[src/rtl/id_ctrl_pipe.sv]
// rtl/id_ctrl_pipe.sv - ID decode, control pipeline and hazard unit (optional jal via CTRL_JAL_EN)
module id_ctrl_pipe #(
  parameter int RA_W  = 5,
  parameter int CNT_W = 16
) (
  input  logic             clk_i,
  input  logic             rst_n_i,
  input  logic             valid_i,
  input  logic [5:0]       op_i,
  input  logic [RA_W-1:0]  rs_i,
  input  logic [RA_W-1:0]  rt_i,
  input  logic [RA_W-1:0]  rd_i,
  input  logic             taken_i,
  output logic             stall_o,
  output logic             flush_o,
  output logic             id_branch_o,
  output logic             id_jump_o,
  output logic             ex_reg_dst_o,
  output logic             ex_alu_src_o,
  output logic [2:0]       ex_alu_op_o,
  output logic             ex_link_o,
  output logic             mem_read_o,
  output logic             mem_write_o,
  output logic             wb_reg_write_o,
  output logic             wb_mem_to_reg_o,
  output logic             illegal_o,
  output logic [CNT_W-1:0] stall_cnt_o
);

  logic            regDst, aluSrc, regWrite, memRead, memWrite, memToReg;
  logic            branch, jump, usesRt, illegalOp;
  logic [2:0]      aluOp;
  logic [RA_W-1:0] idDst;
`ifdef CTRL_JAL_EN
  logic            link, exLink;
`endif

  logic            exRegDst, exAluSrc, exRegWrite, exMemRead, exMemWrite, exMemToReg;
  logic [2:0]      exAluOp;
  logic [RA_W-1:0] exDst;
  logic            memMemRead, memMemWrite, memRegWrite, memMemToReg;
  logic [RA_W-1:0] memDst;
  logic            wbRegWrite, wbMemToReg;
  logic            loadUse, branchHaz;
  logic            illegalQ;
  logic [CNT_W-1:0] stallCnt;

  // A producer only matters when it writes a real register (r0 is never a dependency)
  function automatic logic srcMatch(input logic [RA_W-1:0] dst, input logic [RA_W-1:0] src);
    return (dst == src) && (dst != '0);
  endfunction

  // Main decoder; an empty IF/ID slot decodes as all-zero
  always_comb begin
    regDst    = 1'b0;
    aluSrc    = 1'b0;
    aluOp     = 3'b000;
    regWrite  = 1'b0;
    memRead   = 1'b0;
    memWrite  = 1'b0;
    memToReg  = 1'b0;
    branch    = 1'b0;
    jump      = 1'b0;
    usesRt    = 1'b0;
    illegalOp = 1'b0;
`ifdef CTRL_JAL_EN
    link      = 1'b0;
`endif
    if (valid_i) begin
      case (op_i)
        6'b000000: begin regDst = 1'b1; aluOp = 3'b010; regWrite = 1'b1; usesRt = 1'b1; end
        6'b001000: begin aluSrc = 1'b1; regWrite = 1'b1; end
        6'b001100: begin aluOp = 3'b011; aluSrc = 1'b1; regWrite = 1'b1; end
        6'b001101: begin aluOp = 3'b100; aluSrc = 1'b1; regWrite = 1'b1; end
        6'b001010: begin aluOp = 3'b101; aluSrc = 1'b1; regWrite = 1'b1; end
        6'b100011: begin aluSrc = 1'b1; regWrite = 1'b1; memRead = 1'b1; memToReg = 1'b1; end
        6'b101011: begin aluSrc = 1'b1; memWrite = 1'b1; usesRt = 1'b1; end
        6'b000100,
        6'b000101: begin aluOp = 3'b001; branch = 1'b1; usesRt = 1'b1; end
        6'b000010: jump = 1'b1;
`ifdef CTRL_JAL_EN
        6'b000011: begin jump = 1'b1; regWrite = 1'b1; link = 1'b1; end
`endif
        default:   illegalOp = 1'b1;
      endcase
    end
  end

`ifdef CTRL_JAL_EN
  assign idDst     = link ? RA_W'(31) : (regDst ? rd_i : rt_i);
  assign ex_link_o = exLink;
`else
  assign idDst     = regDst ? rd_i : rt_i;
  assign ex_link_o = 1'b0;
`endif

  // Hazard detection: loads stall consumers one cycle; branches resolve in ID so they also wait on EX ALU results and MEM loads
  always_comb begin
    loadUse   = valid_i & exMemRead &
                (srcMatch(exDst, rs_i) | (usesRt & srcMatch(exDst, rt_i)));
    branchHaz = branch &
                ((exRegWrite & (srcMatch(exDst, rs_i) | srcMatch(exDst, rt_i))) |
                 (memMemRead & (srcMatch(memDst, rs_i) | srcMatch(memDst, rt_i))));
  end

  assign stall_o     = loadUse | branchHaz;
  assign flush_o     = valid_i & ~stall_o & (jump | (branch & taken_i));
  assign id_branch_o = branch;
  assign id_jump_o   = jump;

  // ID/EX register: inserts a bubble while the ID instruction is held
  always_ff @(posedge clk_i or negedge rst_n_i) begin
    if (!rst_n_i) begin
      exRegDst <= 1'b0; exAluSrc <= 1'b0; exAluOp <= 3'b000; exRegWrite <= 1'b0;
      exMemRead <= 1'b0; exMemWrite <= 1'b0; exMemToReg <= 1'b0; exDst <= '0;
`ifdef CTRL_JAL_EN
      exLink <= 1'b0;
`endif
    end else if (stall_o) begin
      exRegDst <= 1'b0; exAluSrc <= 1'b0; exAluOp <= 3'b000; exRegWrite <= 1'b0;
      exMemRead <= 1'b0; exMemWrite <= 1'b0; exMemToReg <= 1'b0; exDst <= '0;
`ifdef CTRL_JAL_EN
      exLink <= 1'b0;
`endif
    end else begin
      exRegDst <= regDst; exAluSrc <= aluSrc; exAluOp <= aluOp; exRegWrite <= regWrite;
      exMemRead <= memRead; exMemWrite <= memWrite; exMemToReg <= memToReg; exDst <= idDst;
`ifdef CTRL_JAL_EN
      exLink <= link;
`endif
    end
  end

  // EX/MEM and MEM/WB registers always advance
  always_ff @(posedge clk_i or negedge rst_n_i) begin
    if (!rst_n_i) begin
      memMemRead <= 1'b0; memMemWrite <= 1'b0; memRegWrite <= 1'b0; memMemToReg <= 1'b0;
      memDst <= '0; wbRegWrite <= 1'b0; wbMemToReg <= 1'b0;
    end else begin
      memMemRead <= exMemRead; memMemWrite <= exMemWrite; memRegWrite <= exRegWrite;
      memMemToReg <= exMemToReg; memDst <= exDst;
      wbRegWrite <= memRegWrite; wbMemToReg <= memMemToReg;
    end
  end

  // Sticky illegal flag and saturating stall counter
  always_ff @(posedge clk_i or negedge rst_n_i) begin
    if (!rst_n_i) begin
      illegalQ <= 1'b0;
      stallCnt <= '0;
    end else begin
      if (illegalOp) illegalQ <= 1'b1;
      if (stall_o && (stallCnt != '1)) stallCnt <= stallCnt + CNT_W'(1);
    end
  end

  assign mem_read_o      = memMemRead;
  assign mem_write_o     = memMemWrite;
  assign wb_reg_write_o  = wbRegWrite;
  assign wb_mem_to_reg_o = wbMemToReg;
  assign ex_reg_dst_o    = exRegDst;
  assign ex_alu_src_o    = exAluSrc;
  assign ex_alu_op_o     = exAluOp;
  assign illegal_o       = illegalQ;
  assign stall_cnt_o     = stallCnt;

endmodule

[config.mk]
export PLATFORM = sky130hd
export DESIGN_NAME = id_ctrl_pipe
export DESIGN_NICKNAME = d
export VERILOG_FILES = /design/src/rtl/id_ctrl_pipe.sv
export SDC_FILE = /design/constraint.sdc
export NUM_CORES = 1
export LEC_CHECK = 0
export BUFFER_PORTS_ARGS = -buffer_cell sky130_fd_sc_hd__buf_2
export CAP_MARGIN = 10
export CORE_ASPECT_RATIO = 0.6
export CORE_UTILIZATION = 30
export DETAILED_ROUTE_END_ITERATION = 6
export PLACE_DENSITY = 0.58
export SYNTH_ARGS = -nofsm -noshare
export SYNTH_HDL_FRONTEND = slang
export SYNTH_SLANG_ARGS = --single-unit
[constraint.sdc]
create_clock -name clk_i -period 3.2 [get_ports clk_i]
set_clock_uncertainty 0.1 [all_clocks]
set_input_delay 0.96 -clock clk_i [delete_from_list [all_inputs] [get_ports clk_i]]
set_output_delay 0.96 -clock clk_i [all_outputs]
set_load 0.02 [all_outputs]
# Word level (Yosys, flattened, before mapping)
# Cells that the tools add are included.
totals:
  register_bits: 40
  in_bits: 25
  output_inout_bits: 31
classes:
  addsub: 1
  mux: 28
  bitwise_logic: 16
  reduce_logical: 13
  eq_ne: 14
op_table:
  columns: ["operator", "n"]
  rows:
  - ["6-bit by 4-bit equality test with 1-bit output (second input constant)", 4]
  - ["1-bit 2-to-1 mux", 23]
  - ["5-bit equality test", 4]
  - ["16-bit by 1-bit adder with 16-bit output (second input constant)", 1]
  - ["16-bit != test (second input constant)", 1]
  - ["3-bit case mux with 5 select lines", 1]
  - ["6-bit by 3-bit equality test with 1-bit output (second input constant)", 2]
  - ["6-bit equality test (second input constant)", 2]
  - ["6-bit OR reduction", 2]
  - ["5-bit 2-to-1 mux", 2]
  - ["5-bit nonzero test", 2]
  - ["10-bit OR reduction", 1]
  - ["1-bit AND", 9]
  - ["6-bit by 2-bit equality test with 1-bit output (second input constant)", 1]
  - ["6-bit zero test", 1]
  - ["3-bit 2-to-1 mux", 2]
  - ["1-bit bitwise OR", 6]
  - ["1-bit logical AND", 5]
  - ["4-bit OR reduction", 1]
  - ["2-bit OR reduction", 1]
  - ["1-bit inverter", 1]

# Depth between registers and ports, before layout
# Gate-level depths: netlist of run 1.
depth:
  ltp_word: 11
  mapped_depth: 9
  mapped_depth_nobuf: 7

# Worst setup path before layout of run 1
# No wires, ideal clock.
synth_path:
  kind: "input to output"
  start: "in op_i[5]"
  end: "out flush_o"
  t_arrival_ns: 2.447
  path_stages: 8
  setup_slack_ns: -0.307
  cell_sequence: "clkbuf_1 nor4_4 a22o_1 o21ai_1 o22ai_2 buf_4 or2_1 a21oi_1"
synth_via:
  elab_cells_between_ends: 23
  classes_between: "4 x eq/ne; 6 x mux; 10 x bitwise; 3 x reduce/logical"
synth_lines:
  columns: ["element", "line_no", "rtl"]
  rows:
  - ["from (decl)", "9", "input logic [5:0] op_i,"]
  - ["6-bit by 3-bit equality test with 1-bit output", "70", "case (op_i)"]
  - ["2-bit OR reduction (*)", "70", null]
  - ["1-bit 2-to-1 mux (*)", "70", null]
  - ["1-bit 2-to-1 mux (*)", "69", "if (valid_i) begin"]
  - ["via id_branch_o", "16", "output logic id_branch_o,"]
  - ["1-bit AND", "101", "branchHaz = branch &"]
  - ["1-bit bitwise OR", "106", "assign stall_o = loadUse | branchHaz;"]
  - ["1-bit inverter", "107", "assign flush_o = valid_i & ~stall_o & (jump | (branch & taken_i));"]
  - ["1-bit AND", "107", null]
  - ["1-bit AND (*)", "107", null]
  - ["to (decl)", "15", "output logic flush_o,"]
# The timed path passes the listed nets; every way through them passes the cells marked *.

# Worst setup path in the final report of run 1
layout_path:
  start: "in rt_i[4]"
  end: "out flush_o"
layout_via:
  elab_chain_cells: 10
  elab_cells_between_ends: 17
  classes_between: "2 x eq/ne; 13 x bitwise; 2 x reduce/logical"
layout_lines:
  columns: ["element", "line_no", "rtl"]
  rows:
  - ["from (decl)", "11", "input logic [RA_W-1:0] rt_i,"]
  - ["5-bit equality test", "50", "return (dst == src) && (dst != '0);"]
  - ["1-bit logical AND", "50", null]
  - ["1-bit bitwise OR, on equally long branches", "102, 103", null]
  - ["1-bit AND, on equally long branches", "102, 103", null]
  - ["1-bit bitwise OR", "102", "((exRegWrite & (srcMatch(exDst, rs_i) | srcMatch(exDst, rt_i))) |"]
  - ["1-bit AND", "101", null]
  - ["1-bit bitwise OR (*)", "106", null]
  - ["1-bit inverter (*)", "107", null]
  - ["1-bit AND (*) (2 in series)", "107", null]
# Mark *: on every way between the ends. The rest lies on a longest branch, timed or not.

==> results of run 1 <==
per-layer routing:
layer / vias up / share of wire [%]
li1: 822 / -
met1: 772 / 57
met2: 54 / 37
met3: 2 / 5.7
met4: 0 / 0.39
met5: - / 0
layout make-up:
| type | instances | area share, % |
|---|---|---|
| inverter | 2 | 0.2706 |
| tap | 84 | 3.789 |
| clock inverter | 2 | 0.5413 |
| timing repair buffer | 80 | 18.94 |
| clock buffer | 6 | 2.977 |
| sequential | 40 | 36.08 |
| multi-input combinational | 139 | 37.39 |
kinds of logic (layout without fill, tap and decap cells):
kind of cell | count (synthesis) | count (layout) | share of synthesized area (%)
multiplexers | 8 | 8 | 4.087
flip-flops | 40 | 40 | 49.54
AND/OR/NAND/NOR | 73 | 73 | 21.05
AO/OA/AOI/OAI | 23 | 23 | 7.554
buffers and inverters | 11 | 90 | 2.662
other | 1 | 1 | 0.1856
adder cells (fa/ha/maj) | 1 | 1 | 0.6191
XOR/XNOR | 33 | 33 | 14.30
power breakdown:
| group | leakage [µW] | internal [µW] | switching, µW | total (µW) |
|---|---|---|---|---|
| clock | 0.0000434 | 174 | 175 | 349 |
| combinational | 0.000776 | 68.0 | 65.1 | 133 |
| sequential | 0.000529 | 514 | 9.69 | 524 |
| total | 0.00135 | 757 | 249 | 1010 |
per-stage QoR:
stage / setup slack, ns / utilization [%] / total power [µW]
floorplan: -0.1695 / - / 592.0
detailed placement: -0.2977 / 40.35 / 651.6
global route: -0.2399 / 44.01 / 1065
CTS: -0.1592 / 43.63 / 1020
global placement: -0.2817 / 40.35 / 650.5
finish: -0.2093 / 44.01 / 1006
how the worst max path moves through the flow:
stage                          to  slack (ns)  depth (start not counted)
after floorplan           flush_o       -0.17                          9
after global placement    flush_o       -0.28                          8
after detailed placement  flush_o       -0.30                          8
after CTS                 flush_o       -0.16                          6
after global routing      flush_o       -0.24                          9
final                     flush_o       -0.21                          9
Yosys cell counts, types with 4 or more instances:
| master | instances | share of area [%] |
|---|---|---|
| xnor2_1 | 24 | 10 |
| buf_2 | 4 | 0.99 |
| nand3_1 | 6 | 1.5 |
| nor2_1 | 13 | 2.4 |
| nand2_1 | 9 | 1.7 |
| dfrtp_1 | 40 | 50 |
| nand4_1 | 10 | 3.1 |
| mux2i_1 | 6 | 3.0 |
| nand2b_1 | 5 | 1.5 |
| xor2_1 | 9 | 3.9 |
| and3_1 | 7 | 2.2 |
| a21oi_1 | 6 | 1.5 |
| nor3_1 | 6 | 1.5 |
timing repair:
action	4_1_cts	5_1_grt
resized for setup	21	6
endpoints found under the setup margin	3	3
cloned	0	0
setup buffers	3	0
pin swaps	13	6
critical path: cells and delay by family:
family | cells | cell delay, ns
simple gates | 3 | 0.57
buf+inv | 2 | 0.23
compound gates | 3 | 0.42
xor+xnor | 1 | 0.16
registers in the layout, indices dropped and copies added, names as in the netlist:
register and flops:
exRegWrite 1, exMemWrite 1, memRegWrite 1, wb_reg_write_o 1, stall_cnt_o 16, wb_mem_to_reg_o 1, mem_write_o 1, memMemToReg 1
memDst 5, ex_alu_op_o 3, ex_reg_dst_o 1, illegal_o 1, ex_alu_src_o 1, exDst 5, exMemToReg 1
==> run metrics, run 1 <==
kind of critical path=in2out; number of synthesized register bits=40; cells traversed along the worst timing path=buf_6, xnor2_2, nand3_2, nor4_1, a21oi_1, o22ai_2, or2_4, a21oi_4, buf_6; Sequential cell area=1001 µm²; placeable core region=6304 µm²; highest fanout seen on the critical path=3; data arrival time at the worst-slack endpoint=2.35 ns; Cell Rows=22; Slew Limit Fails=0; total global routing track utilization=15.06%; CTS tree=yes; Num Clock Sinks=40; Period minus WS final=3.409 ns; measured slew at the worst slew-check pin=0.8811 ns; global routing met3 resource utilization=3.968%; setup violation total in the final timing report=2; final hold violation count=0; Die Y-Extent=65.57 µm; number of cells on the worst hold path=0; count of max-cap constraint violations=0; wire length of the first global-routing pass=7990 µm; largest buffer count on any clock path=2; most common library cell in the layout ignoring fill and taps=buf_2; Critical Path Source=rt_i[4]; Die Outline Area=7079 µm²; Post-synth EDFFs=0; startpoint class of the critical path=primary input; final non-filler cell total=353; Area growth syn-to-layout=37.28%; commonest cells after routing, fill and taps aside=buf_2 (45), dfrtp_1 (40), buf_4 (25); GR Layer Usage met1=23.73%; r2r endpoint=stall_cnt_o[4]; area of the mapped netlist=2021 µm²; post-synth net total=216; reg-to-reg setup timing slack=0.78 ns; number of port buffers=54; share of post-route cells with drive strength above 1=39.41%; vias in the first global route=1568; violated checks=setup timing; slowest stage cell, crit path=nor4_1; placed cells=342; worst hold-check path type=reg2reg; run status=finished with violations; Final Routed Wirelength=4876 µm; worst hold start=exMemWrite; via total after detailed routing=1650; proportion of register bits with asynchronous set or reset after synthesis=100.0%; Main synth FF type=dfrtp_1; Antenna Diode Count=0; most repeated library cell on the critical path=buf_6; sort of element at the end of the critical path=output pin; final weighted congestion in routability-driven placement=0.8150; number of nets with antenna violations after routing=0; filler cell count in the final layout=606; pwr/cell area=362.6 nW/µm²; met2 track demand over resource in global routing=19.67%; GRT Max-Usage Layer=met1; total placed instance area=2544 µm²; total number of nets in the final design=294; post-route worst hold slack=0.2513 ns; DRC errors left=0; multi-input logic area=1037 µm²; I/O pin count=56; number of buffers added by the clock tree synthesis step=5; hold endpoint=mem_write_o; initial antenna violation count=0; Worst EP required=2.14 ns; total gr overflow=0; synth unique cells=40; share of the cycle needed by the critical path after routing=106.5%; starting density of the core=32.06%; cells on worst reg2reg path=9; post-route cell area=2774 µm²; sequential-to-total area share from yosys stat=49.54%; total number of H-tree levels=2; total negative slack for setup checks=-0.3579 ns; highest ir drop seen on vdd=0.1645 mV; CTS clk-pin slew, worst paths=0.08 ns; number of synthesis warnings=0; setup repair after global routing missed its margin=yes; root cell of the clock tree=clkbuf_8; per-cell routed wire length=13.81 µm; detailed-router iteration count before antenna repair=4; drt via density=4.674; final setup margin=-0.2093 ns; post-synthesis instance total=190; number of buffers added to fix hold violations after cts=0; maximum clock frequency=0.2933 GHz; worst max-slew margin expressed relative to the limit=41.26%; overall die width=108.0 µm; clock latency of the later-clocked register in the worst-skew pair=0.28 ns; number of DRC markers after the initial detailed-route iteration=46; reported leakage power=0.001349 µW; average instance area after synthesis=10.64 µm²; largest net degree at the start of global routing=41; delay of the slowest cell on the worst path=0.27 ns; estimated wirelength of the detail-placed design=3782 µm; beginning of the worst register-to-register path=exDst[2]
(Power assumes the default switching activity.)
==> run 2: changes to the inputs <==
- ABC_CLOCK_PERIOD_IN_PS: default -> 3200
- TNS_END_PERCENT: default -> 30
==> run 2 against run 1 <==
  * The flow still finishes with violations (setup timing)
  * Sequential share of layout area up 0.098 points
  * Combinational power rose by 3%
  * Die area unchanged
  * Hold slack better by 0.013 ns
  * Power is 1.0% lower
  * Count of clock-buffer cells in the layout fell by 1
  * Setup slack better by 0.085 ns
  * Sequential power is essentially flat
  * Highest routed layer unchanged
  * First-iteration DRC count grew 17%
  * Via count increased by 1.2%
==> run metrics, run 2 (synthesis gave the netlist of run 1 again) <==
number of buffers added by the clock tree synthesis step=5; maximum clock frequency=0.3008 GHz; reported leakage power=0.001339 µW; capturing instance or port of the critical path=flush_o; setup repair after global routing missed its margin=yes; beginning of the worst register-to-register path=exDst[2]; power share of the sequential group=52.7%; Tot Pwr=995.5 µW; final weighted congestion in routability-driven placement=0.7810; via total after detailed routing=1669; total number of H-tree levels=2; overall die width=108.0 µm; global routing met3 resource utilization=4.067%; worst hold-check path type=reg2reg; highest fanout seen on the critical path=6; sort of element at the end of the critical path=output pin; Comb power frac=13.8%; largest net degree at the start of global routing=41; number of port buffers=54; CTS clk-pin slew, worst paths=0.08 ns; Num Clock Sinks=40; setup violation total in the final timing report=3; placeable core region=6304 µm²; total number of nets in the final design=289; startpoint class of the critical path=primary input; number of DRC markers after the initial detailed-route iteration=54; initial antenna violation count=0; cells on worst reg2reg path=9; run status=finished with violations; detailed-router iteration count before antenna repair=4; internal power=735.7 µW; GR Layer Usage met1=24.34%; drt via density=4.796; DRC errors left=0; Clk network pwr share=33.5%; total negative slack for setup checks=-0.2711 ns; final core utilization=43.89%; Critical Path Source=op_i[2]; Slew Limit Fails=0; pwr/cell area=359.8 nW/µm²; vias in the first global route=1526; kind of critical path=in2out; Antenna Diode Count=0; Sw Ratio=26.09%; post-route worst hold slack=0.2640 ns; wire length of the first global-routing pass=8024 µm; met2 track demand over resource in global routing=19.59%; count of max-cap constraint violations=0; share of post-route cells with drive strength above 1=39.02%; GRT Max-Usage Layer=met1; I/O pin count=56; measured slew at the worst slew-check pin=0.9000 ns; commonest cells after routing, fill and taps aside=buf_2 (44), dfrtp_1 (40), xnor2_1 (21); violated checks=setup timing; net switching power figure=259.8 µW; data arrival time at the worst-slack endpoint=2.26 ns; number of nets with antenna violations after routing=0; most common library cell in the layout ignoring fill and taps=buf_2; Area growth syn-to-layout=36.90%; total gr overflow=0; reg-to-reg setup timing slack=0.69 ns; post-route cell area=2766 µm²; Die Y-Extent=65.57 µm; Cell Rows=22; Period minus WS final=3.325 ns; highest ir drop seen on vdd=0.1561 mV; number of buffers added to fix hold violations after cts=0; root cell of the clock tree=clkbuf_8; flip-flop count of the largest register, all copies and words added=16; r2r endpoint=stall_cnt_o[4]; starting density of the core=32.06%; estimated wirelength of the detail-placed design=3783 µm; total placed instance area=2521 µm²; final setup margin=-0.1245 ns; CTS tree=yes; worst max-slew margin expressed relative to the limit=40.00%; total global routing track utilization=15.35%; per-cell routed wire length=14.26 µm; largest buffer count on any clock path=2; Final Routed Wirelength=4962 µm; final hold violation count=0; Die Outline Area=7079 µm²; clock latency of the later-clocked register in the worst-skew pair=0.29 ns; Worst EP required=2.14 ns; share of the cycle needed by the critical path after routing=103.9%
-- run 2: what timing repair did --
action,in CTS,in global routing
endpoints found under the hold margin,0,0
pin swaps,10,9
buffers inserted,0,0
resized for setup,28,9
endpoints found under the setup margin,3,3
-- run 2: how the worst min path moves through the flow --
stage / from / end / slack (ns) / depth (start not counted)
2_1_floorplan: exMemWrite / mem_write_o / 0.23 / 0
3_3_place_gp: exMemWrite / mem_write_o / 0.23 / 0
3_5_place_dp: memRegWrite / wb_reg_write_o / 0.25 / 0
4_1_cts: exMemWrite / mem_write_o / 0.27 / 0
5_1_grt: exMemWrite / mem_write_o / 0.28 / 0
6_report: exMemWrite / mem_write_o / 0.26 / 0
-- run 2: layout make-up --
| cell class | count | area (µm²) |
|---|---|---|
| clock buffer | 5 | 68.82 |
| clock inverter | 3 | 18.77 |
| fill | 632 | 3537 |
| inverter | 2 | 7.507 |
| multi-input combinational | 139 | 1060 |
| sequential | 40 | 1001 |
| tap | 84 | 105.1 |
| timing repair buffer | 75 | 505.5 |
-- run 2: worst max-delay path: stages --
cell and delay (ns):
buf_4 0.14, nand2b_4 0.14, or2_2 0.28, or4_4 0.46, a21oi_4 0.15, buf_6 0.13
-- run 2: per-layer routing --
| metal | vias to the layer above | share of wire, % |
|---|---|---|
| met1 | 781 | 56 |
| met3 | 4 | 6.8 |
| met2 | 54 | 36 |
| li1 | 830 | - |
| met4 | 0 | 0.67 |
| met5 | - | 0 |
-- run 2: power groups by stage --
stage	sequential (µW)	clock (µW)	combinational, µW
after floorplan	534	0	57.7
final	525	334	137
after CTS	524	348	133
after global placement	534	0	117
after global routing	527	372	150
after detailed placement	534	0	117
-- run 2: stage by stage --
step / std cells / setup WS, ns
floorplan: 190 / -0.1695
global placement: 340 / -0.3152
detailed placement: 340 / -0.2734
CTS: 348 / -0.1142
global route: 348 / -0.1755
finish: 348 / -0.1245
